$ cat src/rtl/mine_reader.sv
// mine_reader
// ------------
// Scans the active dimension_size x dimension_size area of the mine board one
// cell per clock. For each cell it stores the number of adjacent mines in an
// internal table, then answers single-cell queries.
//
// Optional feature macro: MINE_READER_TOTAL_EN
//   defined   -> total_mines accumulates the mines inside the active area
//   undefined -> total_mines is tied to 0
//
// Ports
//   clk, rst        clock, synchronous active-high reset
//   start           one-cycle pulse, begins a scan (taken in IDLE or READY)
//   dimension_size  active board side, sampled on start, clamped to MAX_DIM
//   board_in        mine map [x][y], 1 = mine, stable from start until ready
//   busy, ready     scanning / table valid
//   rd_req, rd_x, rd_y                  query request
//   rd_valid, rd_mine, rd_count, rd_oob query response
//   total_mines     mines inside the active area (see macro above)
//   state_dbg       current FSM state, for observation only
//
// Query handshake: rd_req has no back-pressure. A request sampled on a clock
// edge while in READY (and without start) is answered by rd_valid high for
// exactly the following cycle with the response fields registered on that
// same edge. Requests outside READY are dropped, not queued. Response fields
// hold their last value while rd_valid is low.

module mine_reader #(
  parameter int MAX_DIM = 16
) (
  input  logic              clk,
  input  logic              rst,
  input  logic              start,
  input  logic [4:0]        dimension_size,
  input  logic [15:0][15:0] board_in,
  output logic              busy,
  output logic              ready,
  input  logic              rd_req,
  input  logic [4:0]        rd_x,
  input  logic [4:0]        rd_y,
  output logic              rd_valid,
  output logic              rd_mine,
  output logic [3:0]        rd_count,
  output logic              rd_oob,
  output logic [8:0]        total_mines,
  output logic [1:0]        state_dbg
);

  localparam int         IDX_W = (MAX_DIM > 1) ? $clog2(MAX_DIM) : 1;
  localparam logic [4:0] MAX_D = 5'(MAX_DIM);

  localparam logic [1:0] ST_IDLE  = 2'd0;
  localparam logic [1:0] ST_SCAN  = 2'd1;
  localparam logic [1:0] ST_READY = 2'd2;

  logic [1:0] state_q;
  logic [4:0] d_q;
  logic [4:0] x_q;
  logic [4:0] y_q;
  logic [3:0] table_q [MAX_DIM][MAX_DIM];

  logic [4:0] d_next;
  assign d_next = (dimension_size > MAX_D) ? MAX_D : dimension_size;

  assign busy      = (state_q == ST_SCAN);
  assign ready     = (state_q == ST_READY);
  assign state_dbg = state_q;

  // Neighbour count for the cell currently being scanned. Wrapped +/-1
  // coordinates are harmless because the edge flags mask them out.
  logic       x_lo_ok, x_hi_ok, y_lo_ok, y_hi_ok;
  logic [3:0] xc, xm, xp, yc, ym, yp;
  logic [7:0] nb;
  logic [3:0] nb_count;

  always_comb begin
    xc      = x_q[3:0];
    yc      = y_q[3:0];
    xm      = xc - 4'd1;
    xp      = xc + 4'd1;
    ym      = yc - 4'd1;
    yp      = yc + 4'd1;
    x_lo_ok = (x_q != 5'd0);
    y_lo_ok = (y_q != 5'd0);
    x_hi_ok = ((x_q + 5'd1) < d_q);
    y_hi_ok = ((y_q + 5'd1) < d_q);

    nb[0] = x_lo_ok && y_lo_ok && board_in[xm][ym];
    nb[1] =            y_lo_ok && board_in[xc][ym];
    nb[2] = x_hi_ok && y_lo_ok && board_in[xp][ym];
    nb[3] = x_lo_ok            && board_in[xm][yc];
    nb[4] = x_hi_ok            && board_in[xp][yc];
    nb[5] = x_lo_ok && y_hi_ok && board_in[xm][yp];
    nb[6] =            y_hi_ok && board_in[xc][yp];
    nb[7] = x_hi_ok && y_hi_ok && board_in[xp][yp];

    nb_count = 4'd0;
    for (int i = 0; i < 8; i++) begin
      nb_count = nb_count + 4'(nb[i]);
    end
  end

  logic q_in_range;
  assign q_in_range = (rd_x < d_q) && (rd_y < d_q);

  always_ff @(posedge clk) begin
    if (rst) begin
      state_q  <= ST_IDLE;
      d_q      <= 5'd0;
      x_q      <= 5'd0;
      y_q      <= 5'd0;
      rd_valid <= 1'b0;
      rd_mine  <= 1'b0;
      rd_count <= 4'd0;
      rd_oob   <= 1'b0;
      for (int i = 0; i < MAX_DIM; i++) begin
        for (int j = 0; j < MAX_DIM; j++) begin
          table_q[i][j] <= 4'd0;
        end
      end
    end else begin
      rd_valid <= 1'b0;
      case (state_q)
        ST_IDLE, ST_READY: begin
          if (start) begin
            // start has priority over a simultaneous query
            d_q     <= d_next;
            x_q     <= 5'd0;
            y_q     <= 5'd0;
            state_q <= (d_next == 5'd0) ? ST_READY : ST_SCAN;
          end else if ((state_q == ST_READY) && rd_req) begin
            rd_valid <= 1'b1;
            if (q_in_range) begin
              rd_mine  <= board_in[rd_x[3:0]][rd_y[3:0]];
              rd_count <= table_q[rd_y[IDX_W-1:0]][rd_x[IDX_W-1:0]];
              rd_oob   <= 1'b0;
            end else begin
              rd_mine  <= 1'b0;
              rd_count <= 4'd0;
              rd_oob   <= 1'b1;
            end
          end
        end
        ST_SCAN: begin
          table_q[y_q[IDX_W-1:0]][x_q[IDX_W-1:0]] <= nb_count;
          if (x_q == d_q - 5'd1) begin
            x_q <= 5'd0;
            if (y_q == d_q - 5'd1) begin
              state_q <= ST_READY;
            end else begin
              y_q <= y_q + 5'd1;
            end
          end else begin
            x_q <= x_q + 5'd1;
          end
        end
        default: state_q <= ST_IDLE;
      endcase
    end
  end

`ifdef MINE_READER_TOTAL_EN
  logic [8:0] total_q;

  always_ff @(posedge clk) begin
    if (rst) begin
      total_q <= 9'd0;
    end else if (start && (state_q != ST_SCAN)) begin
      total_q <= 9'd0;
    end else if (state_q == ST_SCAN) begin
      total_q <= total_q + 9'(board_in[x_q[3:0]][y_q[3:0]]);
    end
  end

  assign total_mines = total_q;
`else
  assign total_mines = 9'd0;
`endif

endmodule

$ cat config.mk
export PLATFORM = sky130hd
export DESIGN_NAME = mine_reader
export DESIGN_NICKNAME = d
export VERILOG_FILES = /design/src/rtl/mine_reader.sv
export SDC_FILE = /design/constraint.sdc
export NUM_CORES = 2
export LEC_CHECK = 0
export CORE_AREA = 2 2 401 403
export DETAILED_ROUTE_END_ITERATION = 6
export DIE_AREA = 0 0 403 405
export PLACE_DENSITY_LB_ADDON = 0.08
export SYNTH_ARGS = -nofsm -noshare
export SYNTH_HDL_FRONTEND = slang
export SYNTH_SLANG_ARGS = --single-unit
export TNS_END_PERCENT = 20
$ cat constraint.sdc
create_clock -name clk -period 9.35 [get_ports clk]
set_input_delay 0.935 -clock clk [delete_from_list [all_inputs] [get_ports clk]]
set_output_delay 0.935 -clock clk [all_outputs]
set_load 0.01 [all_outputs]
==> reports/qor.yml <==
slew_viol_final: 0
tightest_slew_ps: 1320
power.internal_uw: 8470
drive_gt1_share_pct: 15.5
p_switching_uw: 3240
grt_max_degree: 161
clkLatencyLatePin_ps: 740
grt_pass1_vias: 40600
synthArstFlopShare_pct: 0
io_pins: 295
vias_per_cell: 5.87
worstPathRequired_ps: 9780
wirelength_um: 202000
clock_tree.root_cell: "clkbuf_16"
fin_nets: 5104
cts_buffers: 114
crit_type: "flop to flop"
path_cells: "inv_2 -> ha_4 -> clkinv_1 -> buf_4 -> mux4_2 -> mux2i_1 -> mux2i_1 -> mux4_1 -> nor3_1 -> nor3_1 -> fa_1 -> inv_1 -> fa_1 -> inv_1 -> fa_1 -> ha_4 -> inv_1 -> fa_4 -> buf_12 -> nor2_1"
htree_levels: 3
fin_crit_ps: 8190
die_y_um: 405
hold_path.class: "flop to flop"
ir_worst_vdd_v: 0.000144
drtAntennaViolNets: 0
rsz0062_at_grt: "false"
drt-wirelength-per-cell_um: 28.9
synthTopCellsByArea: "edfxtp_1 53%, mux4_2 16%, nor2_1 5.5%"
cp_max_fo: 52
cts.reportedPaths.clkPinSlew_ps: 70
yosysSeqAreaShare_pct: 53.4
synth_seq_cells: 1048
grt_pass1_wl_um: 292000
synth_top_area_share_pct: 52.6
vias: 41000
power_frac_seq_pct: 45.7
gp_congestion: 0.921
syn-instance-count: 4742
cts-hold-fix-buffers: 0
grt_usage_pct: 24.4
synth_area_mm2: 0.0585
core_mm2: 0.159
arrival_ps: 8630
dr.pass1.iters: 6
synth-edff-count: 1024
combPwrFrac_pct: 17.0
antenna_found_initial: 19
dieArea_mm2: 0.163
synth-warning-count: 0
synth_flop_cell: "edfxtp_1"
cts_tree: "done"
synthDistinctLibCells: 81
power_density_mw_per_mm2: 176
final_core_util_pct: 41.8
pwr-share-clk_pct: 37.3
syn_area_per_cell_um2: 12.3
max_freq_mhz: 122
maxCapViolCount: 0
drt_iter0_markers: 4196
status: "finished, final reports clean"
start_util_pct: 36.7
p_leak_uw: 0.0234
finalHoldViolCount: 0
setup_violations: 0
fin_setup_tns_ps: 0
ctsResizeCount: 0
min_period_over_period_pct: 87.6
swShare_pct: 27.7
maxSlewHeadroom_pct: 9.77
cts_setup_buffers: 0
yosysTopAreaCell: "edfxtp_1"
globalRouteOverflowTotal: 0
skew_ps: 55.6
cts_sinks: 1048
core.rowCount: 147
slowest_delay_ps: 1290
drc: 0
crit_slowest_cell: "fa_4"
synthTopCellsByCount: "1024 x edfxtp_1, 855 x nor2_1, 638 x nand2_1"
io_buffers: 285
area_growth_pct: 13.9
yosysMostFrequentCell: "edfxtp_1"
die_x_um: 403
critical_path.endpoint_type: "flop"
cts_buffer_depth: 3
critPathLaunchType: "flop"
hpwl_um: 133000
==> cell usage in the layout (no fill, tap or decap), drive strengths merged, types with 25 or more instances in the layout <==
| cell | instances |
|---|---|
| ha | 32 |
| a22oi | 77 |
| and3 | 278 |
| mux2 | 27 |
| clkdlybuf4s50 | 277 |
| buf | 115 |
| edfxtp | 1024 |
| nor2b | 27 |
| a21oi | 56 |
| mux2i | 313 |
| a211oi | 27 |
| and2 | 25 |
| clkinv | 55 |
| inv | 34 |
| nor2 | 856 |
| a31oi | 25 |
| nand3 | 54 |
| nor3 | 28 |
| nand2 | 638 |
| mux4 | 416 |
| clkbuf | 148 |
| o21ai | 42 |
==> state kept, by name (all words and copies together), names as in the netlist <==
name	count
d_q	5
rd_mine	1
rd_valid	1
state_dbg	2
y_q	5
x_q	5
rd_count	4
rd_oob	1
table_q	1024
==> power groups by stage <==
| stage | Sequential, uW | Combinational [uW] | Clock, uW |
|---|---|---|---|
| floorplan | 5420 | 1210 | 0 |
| global placement | 5450 | 1990 | 0 |
| detailed placement | 5450 | 1990 | 0 |
| CTS | 5350 | 2000 | 4460 |
| global route | 5370 | 2110 | 4630 |
| finish | 5350 | 1990 | 4360 |
==> logic make-up after synthesis <==
| group | Yosys count | synth area share (%) |
|---|---|---|
| xor+xnor | 23 | 0.370 |
| other cells | 1 | 0.00641 |
| compound gates | 384 | 4.66 |
| buf+inv | 503 | 3.98 |
| flops | 1048 | 53.4 |
| simple gates | 1991 | 14.8 |
| mux | 756 | 21.9 |
| fa+ha+maj | 36 | 0.821 |
==> per-stage QoR <==
step / setup slack (ps) / hold WS [ps] / total power, uW / instances / area [um2]
detailed placement: 1130 / 456 / 7440 / 6763 / 63100
global route: 711 / 492 / 12100 / 6980 / 66600
CTS: 1100 / 466 / 11800 / 6971 / 66600
finish: 1160 / 465 / 11700 / 6982 / 66600
global placement: 1190 / 446 / 7440 / 6763 / 63100
floorplan: 2400 / 436 / 6630 / 4750 / 58500
==> layer usage <==
layer	vias up	track usage [%]	routed length, um	part of all wire (%)
met4	0	8.02	6550	3.2
li1	18000	-	-	-
met5	-	0	0	0
met3	281	3.46	13300	6.6
met2	1586	39.9	96500	48
met1	21100	33.5	85500	42
==> critical path: cells and delay by family, from the launching register on <==
family        cells  cell delay (ps)
flops             1              780
mux               4             1530
simple gates      3              340
buf+inv           7             1340
fa+ha+maj         6             3810
==> final cells by class <==
type | count | area, um2
fill | 14800 | 92700
sequential | 1048 | 31200
multi-input combinational | 3199 | 25100
timing repair buffer | 392 | 3910
clock buffer | 148 | 2990
tap | 2086 | 2610
clock inverter | 60 | 549
inverter | 38 | 150
antenna | 11 | 27.5
==> worst paths after layout <==
path                            startpoint       endpoint  slack, ps  cells past startpoint
worst min register to register      d_q[4]         d_q[4]        460                      2
worst max register to register      x_q[0]  table_q[6][5]       1160                     20
worst min-delay path                d_q[4]         d_q[4]        460                      2
worst max-delay path                x_q[0]  table_q[6][5]       1160                     20
Power figures use the tool's default switching activity.
